$ cat config.mk
export PLATFORM = sky130hd
export DESIGN_NAME = mem_port_arbiter
export DESIGN_NICKNAME = d
export VERILOG_FILES = /design/src/rtl/mem_port_arbiter.sv
export SDC_FILE = /design/constraint.sdc
export NUM_CORES = 1
export LEC_CHECK = 0
export ABC_CLOCK_PERIOD_IN_PS = 6600
export CAP_MARGIN = 20
export CORE_MARGIN = 10
export CORE_UTILIZATION = 44
export CTS_CLUSTER_SIZE = 10
export DETAILED_ROUTE_END_ITERATION = 8
export GPL_ROUTABILITY_DRIVEN = 0
export PLACE_DENSITY = 0.83
export SETUP_SLACK_MARGIN = 0.2
export SLEW_MARGIN = 20
export SYNTH_ARGS = -nofsm -noshare
export SYNTH_HDL_FRONTEND = slang
export SYNTH_SLANG_ARGS = --single-unit
export TNS_END_PERCENT = 1
$ cat constraint.sdc
create_clock -name clk -period 6.6 [get_ports clk]
set_clock_uncertainty 0.15 [all_clocks]
set_input_delay 1.32 -clock clk [delete_from_list [all_inputs] [get_ports clk]]
set_output_delay 1.32 -clock clk [all_outputs]
set_load 0.02 [all_outputs]
$ cat src/rtl/mem_port_arbiter.sv
// Arbiter sharing one fixed-latency memory port between instruction fetch and data access.
// Data has priority, bounded so that fetch waits for at most STARVE consecutive data grants.
module mem_port_arbiter #(
    parameter int LAT    = 2,
    parameter int STARVE = 4
) (
    input  logic        clk,
    input  logic        rst,
    input  logic        if_req,
    input  logic [31:0] if_addr,
    output logic [31:0] if_rdata,
    output logic        if_ready,
    input  logic        d_req,
    input  logic        d_we,
    input  logic        d_byte,
    input  logic [31:0] d_addr,
    input  logic [31:0] d_wdata,
    output logic [31:0] d_rdata,
    output logic        d_ready,
    output logic        mem_en,
    output logic        mem_we,
    output logic        mem_byte,
    output logic [31:0] mem_addr,
    output logic [31:0] mem_wdata,
    input  logic [31:0] mem_rdata,
    output logic        busy,
    output logic [15:0] conflict_cnt
);
    typedef enum logic [1:0] {IDLE, RD_I, RD_D} state_t;

    state_t     state, stateNext;
    logic [3:0] latCnt, starveCnt;
    logic       ifReqM, dReqM, finish, arb, grantI, grantD;

    always_comb begin
        // A port whose ready pulse is showing is masked so its held request is not re-granted.
        ifReqM    = if_req & ~if_ready;
        dReqM     = d_req & ~d_ready;
        finish    = (state != IDLE) && (latCnt == 4'd0);
        arb       = (state == IDLE) || finish;
        grantD    = arb && dReqM && (!ifReqM || (starveCnt < 4'(STARVE)));
        grantI    = arb && !grantD && ifReqM;
        stateNext = state;
        if (finish)
            stateNext = IDLE;
        if (grantI)
            stateNext = RD_I;
        else if (grantD && !d_we)
            stateNext = RD_D;
    end

    always_ff @(posedge clk) begin
        if (rst) begin
            state        <= IDLE;
            latCnt       <= '0;
            starveCnt    <= '0;
            if_rdata     <= '0;
            if_ready     <= 1'b0;
            d_rdata      <= '0;
            d_ready      <= 1'b0;
            mem_en       <= 1'b0;
            mem_we       <= 1'b0;
            mem_byte     <= 1'b0;
            mem_addr     <= '0;
            mem_wdata    <= '0;
            busy         <= 1'b0;
            conflict_cnt <= '0;
        end else begin
            state    <= stateNext;
            busy     <= (stateNext != IDLE);
            mem_en   <= grantI || grantD;
            if_ready <= finish && (state == RD_I);
            d_ready  <= (finish && (state == RD_D)) || (grantD && d_we);

            if (finish && (state == RD_I))
                if_rdata <= mem_rdata;
            if (finish && (state == RD_D))
                d_rdata <= mem_rdata;

            if (grantI || (grantD && !d_we))
                latCnt <= 4'(LAT);
            else if ((state != IDLE) && (latCnt != 4'd0))
                latCnt <= latCnt - 4'd1;

            if (grantI) begin
                mem_we    <= 1'b0;
                mem_byte  <= 1'b0;
                mem_addr  <= {if_addr[31:2], 2'b00};
                mem_wdata <= '0;
                starveCnt <= '0;
            end else if (grantD) begin
                mem_we    <= d_we;
                mem_byte  <= d_byte;
                mem_addr  <= d_byte ? d_addr : {d_addr[31:2], 2'b00};
                mem_wdata <= d_wdata;
                if (!ifReqM)
                    starveCnt <= '0;
                else if (starveCnt != 4'hF)
                    starveCnt <= starveCnt + 4'd1;
            end

            if (arb && ifReqM && dReqM && (conflict_cnt != 16'hFFFF))
                conflict_cnt <= conflict_cnt + 16'd1;
        end
    end
endmodule

---- Yosys cells after proc, flatten, opt, wreduce, memory -nomap -nowiden ----
Index checks and enable logic that the tools add are counted.
storage, ports and cells
  bits in registers ....................... 160
  bits in latches ......................... 0
  memory bits (writable) .................. 0
  memory bits (read-only) ................. 0
  bits of input ports ..................... 134
  memories kept ........................... 0
cells by class
  $add $sub $neg .......................... 3
  multiply operators ...................... 0
  div/mod/pow operators ................... 0
  $lt $le $gt $ge ......................... 1
  equal/unequal tests ..................... 5
  shift-type cells ........................ 0
  multiplexer cells ....................... 10
  bitwise logic cells ..................... 4
  reduce and logical (&&, ||, !) cells .... 31
operator list
  cell                                                         number
  two-way mux 32 bit                                           2
  adder 16 x 1 -> 16 bit (second input constant)               1
  != test 16 bit (second input constant)                       1
  logical AND 1 bit                                            13
  two-way mux 2 bit                                            6
  two-way mux 4 bit                                            2
  nonzero test 2 bit                                           4
  logical OR 1 bit                                             5
  adder 4 x 1 -> 4 bit (second input constant)                 1
  logical NOT 4 bit                                            1
  less-than comparator 4 x 3 -> 1 bit (second input constant)  1
  != test 4 bit (second input constant)                        1
  nonzero test 4 bit                                           1
  OR reduction 2 bit                                           2
  subtractor 4 x 1 -> 4 bit (second input constant)            1
  logical NOT 1 bit                                            3
  bitwise AND 1 bit                                            2
  == test 2 x 1 -> 1 bit (second input constant)               1
  == test 2 bit (second input constant)                        1
  logical NOT 2 bit                                            1
  != test 2 x 1 -> 1 bit (second input constant)               1
  NOT 1 bit                                                    2
  AND reduction 2 bit                                          1

---- Depth between registers and ports, before layout ----
Gate-level depths: netlist (run 1).
  depth after elaboration ................. 10
  gate-level depth with buffers ........... 9
  depth with buffers taken out ............ 6

---- Least setup slack after synthesis (run 1) ----
No wires, ideal clock.
  kind .................................... input to register
  start point ............................. input port d_req
  end point ............................... register conflict_cnt[15]
  arrival time ............................ 2.638 ns
  data required time ...................... 6.329 ns
  path slack .............................. 3.692 ns
  stages on the path ...................... 6
  buffers on the path ..................... 2
  cells stage by stage .................... nor2b_1 > clkbuf_1 > o211ai_1 > clkbuf_1 > nor4_1 > mux2_2
between the ends
  cells in the longest elaborated chain, start to end .. 3
RTL lines
  item                            line  RTL
  from (decl)                     13    input logic d_req,
  bitwise AND 1 bit               38    dReqM = d_req & ~d_ready;
  logical AND 1 bit (2 in a row)  102   if (arb && ifReqM && dReqM && (conflict_cnt != 16'hFFFF))
  to (signal assigned)            103   conflict_cnt <= conflict_cnt + 16'd1;
  to (decl)                       27    output logic [15:0] conflict_cnt
No other way between the ends.
A chain may end at the register's enable or synchronous reset.

---- Worst setup path in the final report (run 1) ----
  start point ............................. input port d_req
  end point ............................... register mem_addr[16]
between the ends
  cells in the longest elaborated chain, start to end .. 7
RTL lines
  item                                                      line  RTL
  bitwise AND 1 bit *                                       38
  logical AND 1 bit * (2 in a row)                          41    grantD = arb && dReqM && (!ifReqM || (starveCnt < 4'(STARVE)));
  logical NOT 1 bit                                         42    grantI = arb && !grantD && ifReqM;
  logical AND 1 bit (2 in a row)                            42
  two-way mux 32 bit or nonzero test 2 bit (tied branches)  n/a
  to (signal assigned)                                      88    mem_addr <= {if_addr[31:2], 2'b00};
  to (signal assigned)                                      94    mem_addr <= d_byte ? d_addr : {d_addr[31:2], 2'b00};
  to (decl)                                                 23    output logic [31:0] mem_addr,
Every way passes the cells marked *; elsewhere a longest branch is shown, timed or not.

==> results of run 1 <==
routing by layer:
layer  track usage, %  vias up  wire length, um
met5                0        -                0
met4             8.88        0              498
met3             8.21       28             2150
met2             34.0      239            10100
met1             23.9     2892             7790
li1                 -     2986                -
final cells by class:
cell class / instances / area, um^2 / share of cell area (%)
clock inverters: 8 / 150 / 1.57
clock buffers: 24 / 492 / 5.15
multi-input cells: 491 / 2560 / 26.8
flip-flops and latches: 160 / 3200 / 33.6
well taps: 176 / 220 / 2.31
inverters: 5 / 18.8 / 0.197
repair buffers: 293 / 2900 / 30.4
where the power goes:
group	internal, W	switching [W]
clock network	0.000676	0.000374
registers	0.00102	0.0000307
logic	0.000215	0.000238
placed cells by master, fill, tap and decap left out, types with 2 or more instances in the layout:
master / instances
a21oi_1: 117
clkdlybuf4s50_1: 280
or4_1: 9
xnor2_1: 2
mux2_2: 3
nand4_1: 4
nor4_1: 3
nor2b_1: 5
ha_1: 3
and4_1: 2
nor3b_4: 2
buf_4: 13
o21ai_0: 4
clkbuf_16: 17
a222oi_1: 30
o31ai_1: 9
nand3_1: 14
and3_1: 2
nand2_1: 203
nor3_1: 8
or3_1: 2
clkbuf_1: 3
dfxtp_1: 160
nor2_1: 44
nand3b_1: 2
inv_1: 5
bufinv_16: 4
a31oi_1: 2
clkbuf_8: 4
nand2b_1: 2
worst max path at each step:
| stage | start | to | slack, ns | cells past startpoint |
|---|---|---|---|---|
| 6_report | d_req | mem_addr[16] | 2.88 | 6 |
| 3_3_place_gp | d_req | mem_addr[17] | 2.49 | 6 |
| 5_1_grt | d_req | mem_wdata[3] | 2.74 | 6 |
| 4_1_cts | d_req | mem_addr[16] | 2.88 | 6 |
| 2_1_floorplan | d_req | conflict_cnt[15] | 3.69 | 6 |
| 3_5_place_dp | d_req | mem_addr[16] | 2.41 | 6 |
cell families after synthesis:
logic type,count (synthesis),synth area share [%]
buffers and inverters,60,4.37
AOI/OAI and AO/OA,172,18.2
and+or+nand+nor,310,22.3
adders and majority gates,3,0.627
muxes,3,0.564
xor gates and xnor gates,3,0.439
DFF,160,53.5
stage by stage:
| stage | cells | util [%] | total power (W) |
|---|---|---|---|
| 3_5_place_dp | 1125 | 66.9 | 0.00153 |
| 6_report | 1157 | 71.8 | 0.00255 |
| 5_1_grt | 1157 | 71.8 | 0.00265 |
| 3_3_place_gp | 1125 | 66.9 | 0.00152 |
| 2_1_floorplan | 711 | - | 0.00129 |
| 4_1_cts | 1157 | 71.8 | 0.00258 |
state kept, by name, summed over array words and instances, names as in the netlist:
name / cells
mem_we: 1
state: 2
d_rdata: 32
if_rdata: 32
if_ready: 1
mem_wdata: 32
starveCnt: 4
busy: 1
mem_en: 1
d_ready: 1
latCnt: 4
mem_byte: 1
conflict_cnt: 16
mem_addr: 32
worst min-delay path: cells and delay by family, from the launching register on:
kind	cells	cell delay, ns
DFF	1	0.31
AOI/OAI and AO/OA	1	0.05
and+or+nand+nor	1	0.05
==> qor.txt, run 1 <==
TritonRoute pass-1 iters: 6
power density over cell area: 268 nW/um^2
area of placed instances: 8900 um^2
syn_nets: 848
design area: 9540 um^2
Synth Flop Type: dfxtp_1
Area growth syn-to-layout: 59.3%
CTS tree: done
slew at the pin closest to its max-slew limit: 0.903 ns
Max Slew Vio Count: 0
top cells by count, synth: nand2_1, dfxtp_1, a21oi_1
die area: 18700 um^2
Slew headroom: 39.8%
CTS sink count: 160
Yosys cell types: 44
critical path, cell by cell: clkdlybuf4s50_1, nor2b_1, o221a_2, buf_4, a222oi_1, nor2_1
hold crit path type: reg2reg
Overflow after GRT: 0
initial antenna violation count: 0
slowest stage delay, CP: 0.76 ns
Synth Cell Area: 5990 um^2
vias per cell: 5.31
Filler Cells Inserted: 1056
Hold Crit Endpoint: d_rdata[21]
hold_buf cts: 0
wire per inst: 17.8 um
CP Launch Type: input port
Leak: 3.33 nW
Fin. Hold Viols: 0
mean post-synth cell area: 8.43 um^2
vias in the first global route: 5831
first-pass GRT wire length: 31300 um
DRT antenna net count: 0
Max Freq: 269 MHz
crit path buf inv count: 2
Yosys top cell area share: 53.5%
run status: finished, final reports clean
cell taking the most area after synthesis: dfxtp_1
Worst R2R Path Depth: 7
setup TNS: 0 ns
Die Span Y: 137 um
YS warnings: 0
Place WS: 2.41 ns
largest net degree at the start of global routing: 89
DP HPWL: 14700 um
RSZ-0062 raised after global routing: false
worst hold slack: 0.302 ns
CP Class: in2reg
cell count after synthesis: 711
max cap viols: 0
Slowest-stage cell, CP: o221a_2
cell family with most CP delay: buffers and inverters
Layout Nets: 1105
Worst R2R Start: latCnt[0]
Hold Path Depth: 2
worst skew pair latency: 0.41 ns
Row Count: 42
Initial Utilization: 45.1%
Synth Register Bits: 160
synth top area cells: dfxtp_1, nand2_1, a21oi_1, a222oi_1, nor2_1
io pins: 284
asr flop ratio synth: 0%
Post-CTS Resized: 0
Root Driver: clkbuf_16
routed via count: 6145
Crit. End Element: register
GRT Total Usage: 20.9%
most frequent cell after synthesis: nand2_1
# setup viols final: 0
Core Region: 13300 um^2
final worst path period share: 56.3%
hold path start: d_rdata[21]
required time worst endpoint: 6.80 ns
end of the worst register-to-register path: mem_addr[16]
clock tree buffer depth: 2
Post-route DRC: 0
share of post-route cells with drive strength above 1: 5.71%
number of DRC markers in iteration 0: 448
setup repair bufs after CTS: 0
Inserted Diodes: 0
# port buffers: 281
Final WS setup: 2.88 ns
Clock Pin Slew Worst Setup and Hold Paths: 0.06 ns
Worst VDD drop: 0.160 mV
clock buffer count from CTS: 17
EDFF count, synth: 0
post-layout min period: 3.72 ns
depth of the CTS H-tree: 4
die width: 137 um
drt total wl: 20600 um
WP data arrival: 3.91 ns
sequential area share after synthesis: 53.5%
reg2reg setup slack: 3.74 ns
worst-path maximum fanout: 43
No activity file was read; power rests on OpenSTA's default activity.
==> run 2: changes to the inputs <==
- ABC_CLOCK_PERIOD_IN_PS: 6600 -> 3750
- CORE_UTILIZATION: 44 -> 41
- PLACE_DENSITY: 0.83 -> 0.78
- clock period: 6.6 -> 3.75 ns (I/O delays scaled with it)
==> run 2 against run 1 <==
  * Final cell count grew 0.86%
  * First-iteration DRC count shrank 20%
  * Sequential power grew 76%
  * Clock power grew 78%
  * Global-route usage shrank 1.4 points
  * Setup slack lost 1.9 ns
  * Combinational power grew 76%
  * Hold slack is essentially flat
  * Via count shrank 2.2%
  * Highest routed layer unchanged
==> qor.txt, run 2 (synthesized netlist as in run 1, its figures left out) <==
CTS sink count: 160 (unchanged)
Filler Cells Inserted: 1239 (+17%)
Core Util, Final: 66.4% (-5.4 points)
Root Driver: clkbuf_16
slew at the pin closest to its max-slew limit: 0.951 ns (+0.0475 ns)
Hold Path Depth: 2 (unchanged)
setup repair bufs after CTS: 0 (unchanged)
most frequent cells in the layout: clkdlybuf4s50_1, nand2_1, dfxtp_1, a21oi_1, nor2_1
run status: finished, final reports clean
depth of the CTS H-tree: 4 (unchanged)
Fin. Hold Viols: 0 (unchanged)
hold_buf cts: 0 (unchanged)
CP Class: in2reg
storage element area: 3200 um^2 (unchanged)
io pins: 284 (unchanged)
power density over cell area: 472 nW/um^2 (+76%)
final worst path period share: 73.3%
max cap viols: 0 (unchanged)
DRT antenna net count: 0 (unchanged)
# port buffers: 281 (unchanged)
CP Launch Type: input port
Worst VDD drop: 0.332 mV (+110%)
die area: 19800 um^2 (+6.2%)
number of DRC markers in iteration 0: 357 (-20%)
routed via count: 6009 (-2.2%)
share of post-route cells with drive strength above 1: 6.21% (+0.50 points)
DP HPWL: 14600 um (-0.54%)
most common cell after layout, fill and taps aside: clkdlybuf4s50_1
TritonRoute pass-1 iters: 8 (+2)
WP data arrival: 2.90 ns (-1.01 ns)
Core Region: 14400 um^2 (+8.5%)
largest net degree at the start of global routing: 47 (-47%)
# setup viols final: 0 (unchanged)
Clock Pin Slew Worst Setup and Hold Paths: 0.06 ns (about the same)
die width: 141 um (+3.1%)
initial antenna violation count: 0 (unchanged)
post-layout min period: 2.75 ns
Initial Utilization: 41.5% (-3.5 points)
Worst R2R Path Depth: 7 (unchanged)
Slew headroom: 36.1% (-3.7 points)
Die Span Y: 141 um (+3.1%)
hold crit path type: reg2reg
first-pass GRT wire length: 31500 um (+0.66%)
clock buffer count from CTS: 17 (unchanged)
setup TNS: 0 ns (unchanged)
worst-path maximum fanout: 29 (-33%)
area of the multi-input gates: 2560 um^2 (unchanged)
vias per cell: 5.15 (-3.1%)
Layout Nets: 1107 (+0.18%)
required time worst endpoint: 3.91 ns (-2.89 ns)
vias in the first global route: 5799 (-0.55%)
GRT Total Usage: 19.5% (-1.4 points)
Area growth syn-to-layout: 59.8%
Inserted Diodes: 0 (unchanged)
Row Count: 44 (+4.8%)
Post-route DRC: 0 (unchanged)
CTS tree: done
drt total wl: 20300 um (-1.2%)
Max Slew Vio Count: 0 (unchanged)
Post-CTS Resized: 0 (unchanged)
Leak: 3.34 nW (+0.35%)
RSZ-0062 raised after global routing: false
clock tree buffer depth: 2 (unchanged)
Overflow after GRT: 0 (unchanged)
worst skew pair latency: 0.41 ns (about the same)
Max Freq: 364 MHz
Crit. End Element: register
wire per inst: 17.4 um (-2.1%)
==> run 2: cell types whose count changed in the layout (fill, tap and decap cells not counted), sizes merged <==
cell	before	now
buf	13	15
clkbuf	24	20
inv	6	7
clkinv	2	4
clkinvlp	1	2
==> run 2: final timing paths <==
check,startpoint,slack (ns),endpoint
min reg2reg,mem_wdata[9],0.30,mem_wdata[9]
max,d_req,1.00,conflict_cnt[11]
min,mem_wdata[9],0.30,mem_wdata[9]
max reg2reg,latCnt[0],1.28,conflict_cnt[11]
==> run 2: cell type report <==
| type | count | area share (%) |
|---|---|---|
| well taps | 184 | 2.41 |
| inverters | 5 | 0.196 |
| flip-flops and latches | 160 | 33.5 |
| multi-input cells | 491 | 26.7 |
| repair buffers | 295 | 30.5 |
| clock inverters | 12 | 1.88 |
| clock buffers | 20 | 4.88 |
==> run 2: routing by layer <==
layer	routed length, um	vias to the layer above	track usage (%)
met5	0	-	0
met4	431	0	6.79
met3	1800	27	8.23
met2	9910	217	31.9
met1	8160	2781	22.3
li1	-	2984	-
==> run 2: report_power, final <==
part / switching (W) / total (W) / internal (W)
Combinational: 0.000417 / 0.000798 / 0.000380
Clock: 0.000698 / 0.00187 / 0.00117
Sequential: 0.0000525 / 0.00185 / 0.00180
Total: 0.00117 / 0.00452 / 0.00335
==> run 2: metrics by stage <==
stage          total power, W  std cells  instance area [um^2]  setup WS, ns  hold slack, ns
4_1_cts               0.00456       1167                  9570          1.02           0.304
5_1_grt               0.00470       1167                  9570         0.847           0.316
3_3_place_gp          0.00268       1135                  8920         0.664           0.291
2_1_floorplan         0.00227        711                  5990          1.41           0.291
6_report              0.00452       1167                  9570          1.00           0.302
3_5_place_dp          0.00269       1135                  8920         0.646           0.296
==> run 2: worst max-delay path, stage by stage <==
cell and delay, ns:
clkdlybuf4s50_1 0.46, nor2b_1 0.52, o211ai_1 0.20, buf_4 0.26, nor4_1 0.33, mux2_2 0.37
==> run 3: changes to the inputs <==
- ABC_CLOCK_PERIOD_IN_PS: 3750 -> 2700
- clock period: 3.75 -> 2.7 ns (I/O delays scaled with it)
==> run 3 against run 2 <==
  * Largest cell class unchanged
  * Via count up 1.0%
  * Critical path depth down 5
  * Sequential share of layout area down 0.45 points
  * Core utilization up 0.91 points
  * First-iteration DRC count up 17%
  * Die area unchanged
  * Routed wire length about the same
  * Total power up 42%
  * Setup slack worse by 0.58 ns
  * Largest power group unchanged
  * Hold slack worse by 0.00091 ns
==> qor.txt, run 3 (synthesized netlist as in run 1, its figures left out) <==
Area growth syn-to-layout: 62.0%
crit path buf inv count: 1 (-1)
wire per inst: 17.3 um (-0.51%)
WP data arrival: 1.59 ns (-1.31 ns)
# port buffers: 281 (unchanged)
Cells after DPL: 1140 (+0.44%)
routed via count: 6071 (+1.0%)
Fin. Hold Viols: 0 (unchanged)
Slowest-stage cell, CP: clkdlybuf4s50_1
combinational share of power: 17.9% (+0.2 points)
die area: 19800 um^2 (unchanged)
first-pass GRT wire length: 31400 um (-0.33%)
CTS sink count: 160 (unchanged)
Max Slew Vio Count: 0 (unchanged)
die width: 141 um (unchanged)
storage element area: 3200 um^2 (unchanged)
Crit. End Element: primary output
clock tree buffer depth: 2 (unchanged)
drt total wl: 20300 um (about the same)
vias per cell: 5.18 (+0.60%)
number of DRC markers in iteration 0: 419 (+17%)
Filler Cells Inserted: 1191 (-3.9%)
slowest stage delay, CP: 0.69 ns (+0.17 ns)
RSZ-0062 raised after global routing: false
Row Count: 44 (unchanged)
slew at the pin closest to its max-slew limit: 0.402 ns (-0.549 ns)
Net Sw Frac: 25.9% (+0.047 points)
max cap viols: 0 (unchanged)
final worst path period share: 84.5%
Root Driver: clkbuf_16
cell family with most CP delay: buffers and inverters
area of the multi-input gates: 2560 um^2 (unchanged)
most frequent cells in the layout: clkdlybuf4s50_1, nand2_1, dfxtp_1, a21oi_1, nor2_1
Slew headroom: 73.1% (+37 points)
Switch Pwr: 0.00166 W (+42%)
clock buffer count from CTS: 17 (unchanged)
Core Util, Final: 67.3% (+0.91 points)
Max Freq: 438 MHz
post-layout min period: 2.28 ns
Layout Nets: 1112 (+0.45%)
CP Launch Type: register
run status: finished, final reports clean
Clock Power Share: 41.9% (+0.5 points)
Clock Pin Slew Worst Setup and Hold Paths: 0.06 ns (about the same)
CP Class: reg2out
Post-CTS Resized: 0 (unchanged)
Post-route DRC: 0 (unchanged)
GRT Total Usage: 19.4% (-0.090 points)
io pins: 284 (unchanged)
DRT antenna net count: 0 (unchanged)
Overflow after GRT: 0 (unchanged)
hold path start: mem_wdata[9]
CTS tree: done
Inserted Diodes: 0 (unchanged)
worst skew pair latency: 0.42 ns (about the same)
Worst VDD drop: 0.458 mV (+38%)
Worst R2R Start: latCnt[0]
DP HPWL: 14500 um (-0.31%)
most common cell after layout, fill and taps aside: clkdlybuf4s50_1
depth of the CTS H-tree: 4 (unchanged)
hold crit path type: reg2reg
Seq pwr share: 40.2% (-0.7 points)
Die Span Y: 141 um (unchanged)
share of post-route cells with drive strength above 1: 6.68% (+0.47 points)
vias in the first global route: 5860 (+1.1%)
Final Non-Filler Cells: 1172 (+0.43%)
required time worst endpoint: 2.01 ns (-1.90 ns)
Leak: 3.40 nW (+1.7%)
worst-path maximum fanout: 8 (-72%)
setup TNS: 0 ns (unchanged)
P_int: 0.00474 W (+42%)
setup repair bufs after CTS: 0 (unchanged)
crit path from: conflict_cnt[2]
initial antenna violation count: 0 (unchanged)
area of placed instances: 9040 um^2 (+1.3%)
TritonRoute pass-1 iters: 6 (-2)
design area: 9700 um^2 (+1.4%)
largest net degree at the start of global routing: 75 (+60%)
critical path, cell by cell: clkdlybuf4s50_1
power density over cell area: 659 nW/um^2 (+40%)
# setup viols final: 0 (unchanged)
hold_buf cts: 0 (unchanged)
Core Region: 14400 um^2 (unchanged)
Initial Utilization: 41.5% (unchanged)
[run 3: cell types whose count changed in the layout (fill, tap and decap cells not counted)]
cell and delta:
buf_4 -1, clkinv_2 -2, inv_6 +3, buf_12 +6, bufinv_16 +1, clkbuf_8 -2
[run 3: worst min-delay path: stages, from the launching register on]
cell and delay [ns]:
dfxtp_1 0.31, nand2_1 0.05, a21oi_1 0.05
[run 3: per-stage QoR]
stage	hold WS [ns]	setup slack [ns]	power (W)
2_1_floorplan	0.291	0.572	0.00316
3_3_place_gp	0.291	0.215	0.00376
3_5_place_dp	0.295	0.166	0.00377
4_1_cts	0.305	0.413	0.00646
5_1_grt	0.313	0.245	0.00666
6_report	0.301	0.419	0.00640
[run 3: power by group through the flow]
stage	Clock, W	Sequential, W	Combinational, W
floorplan	0	0.00277	0.000391
detailed placement	0	0.00262	0.00115
global placement	0	0.00261	0.00114
CTS	0.00274	0.00257	0.00115
finish	0.00268	0.00257	0.00115
global route	0.00284	0.00258	0.00124
[run 3: cell type report]
type	count	share of cell area, %
Clock buffer	18	4.53
Clock inverter	14	2.33
Inverter	5	0.193
Multi-Input combinational cell	491	26.4
Sequential cell	160	33.0
Tap cell	184	2.37
Timing Repair Buffer	300	31.2
[run 3: layer usage]
layer | vias up | global-route usage [%] | wire length, um
met4 | 0 | 7.39 | 481
met2 | 223 | 31.0 | 9840
li1 | 3002 | - | -
met1 | 2819 | 22.4 | 8060
met3 | 27 | 8.40 | 1910
met5 | - | 0 | 0
[run 3: final timing paths]
kind,cells after the start,slack [ns],to
hold reg to reg,2,0.30,mem_wdata[9]
setup reg to reg,7,0.44,conflict_cnt[15]
setup / recovery,1,0.42,conflict_cnt[2]
hold / removal,2,0.30,mem_wdata[9]
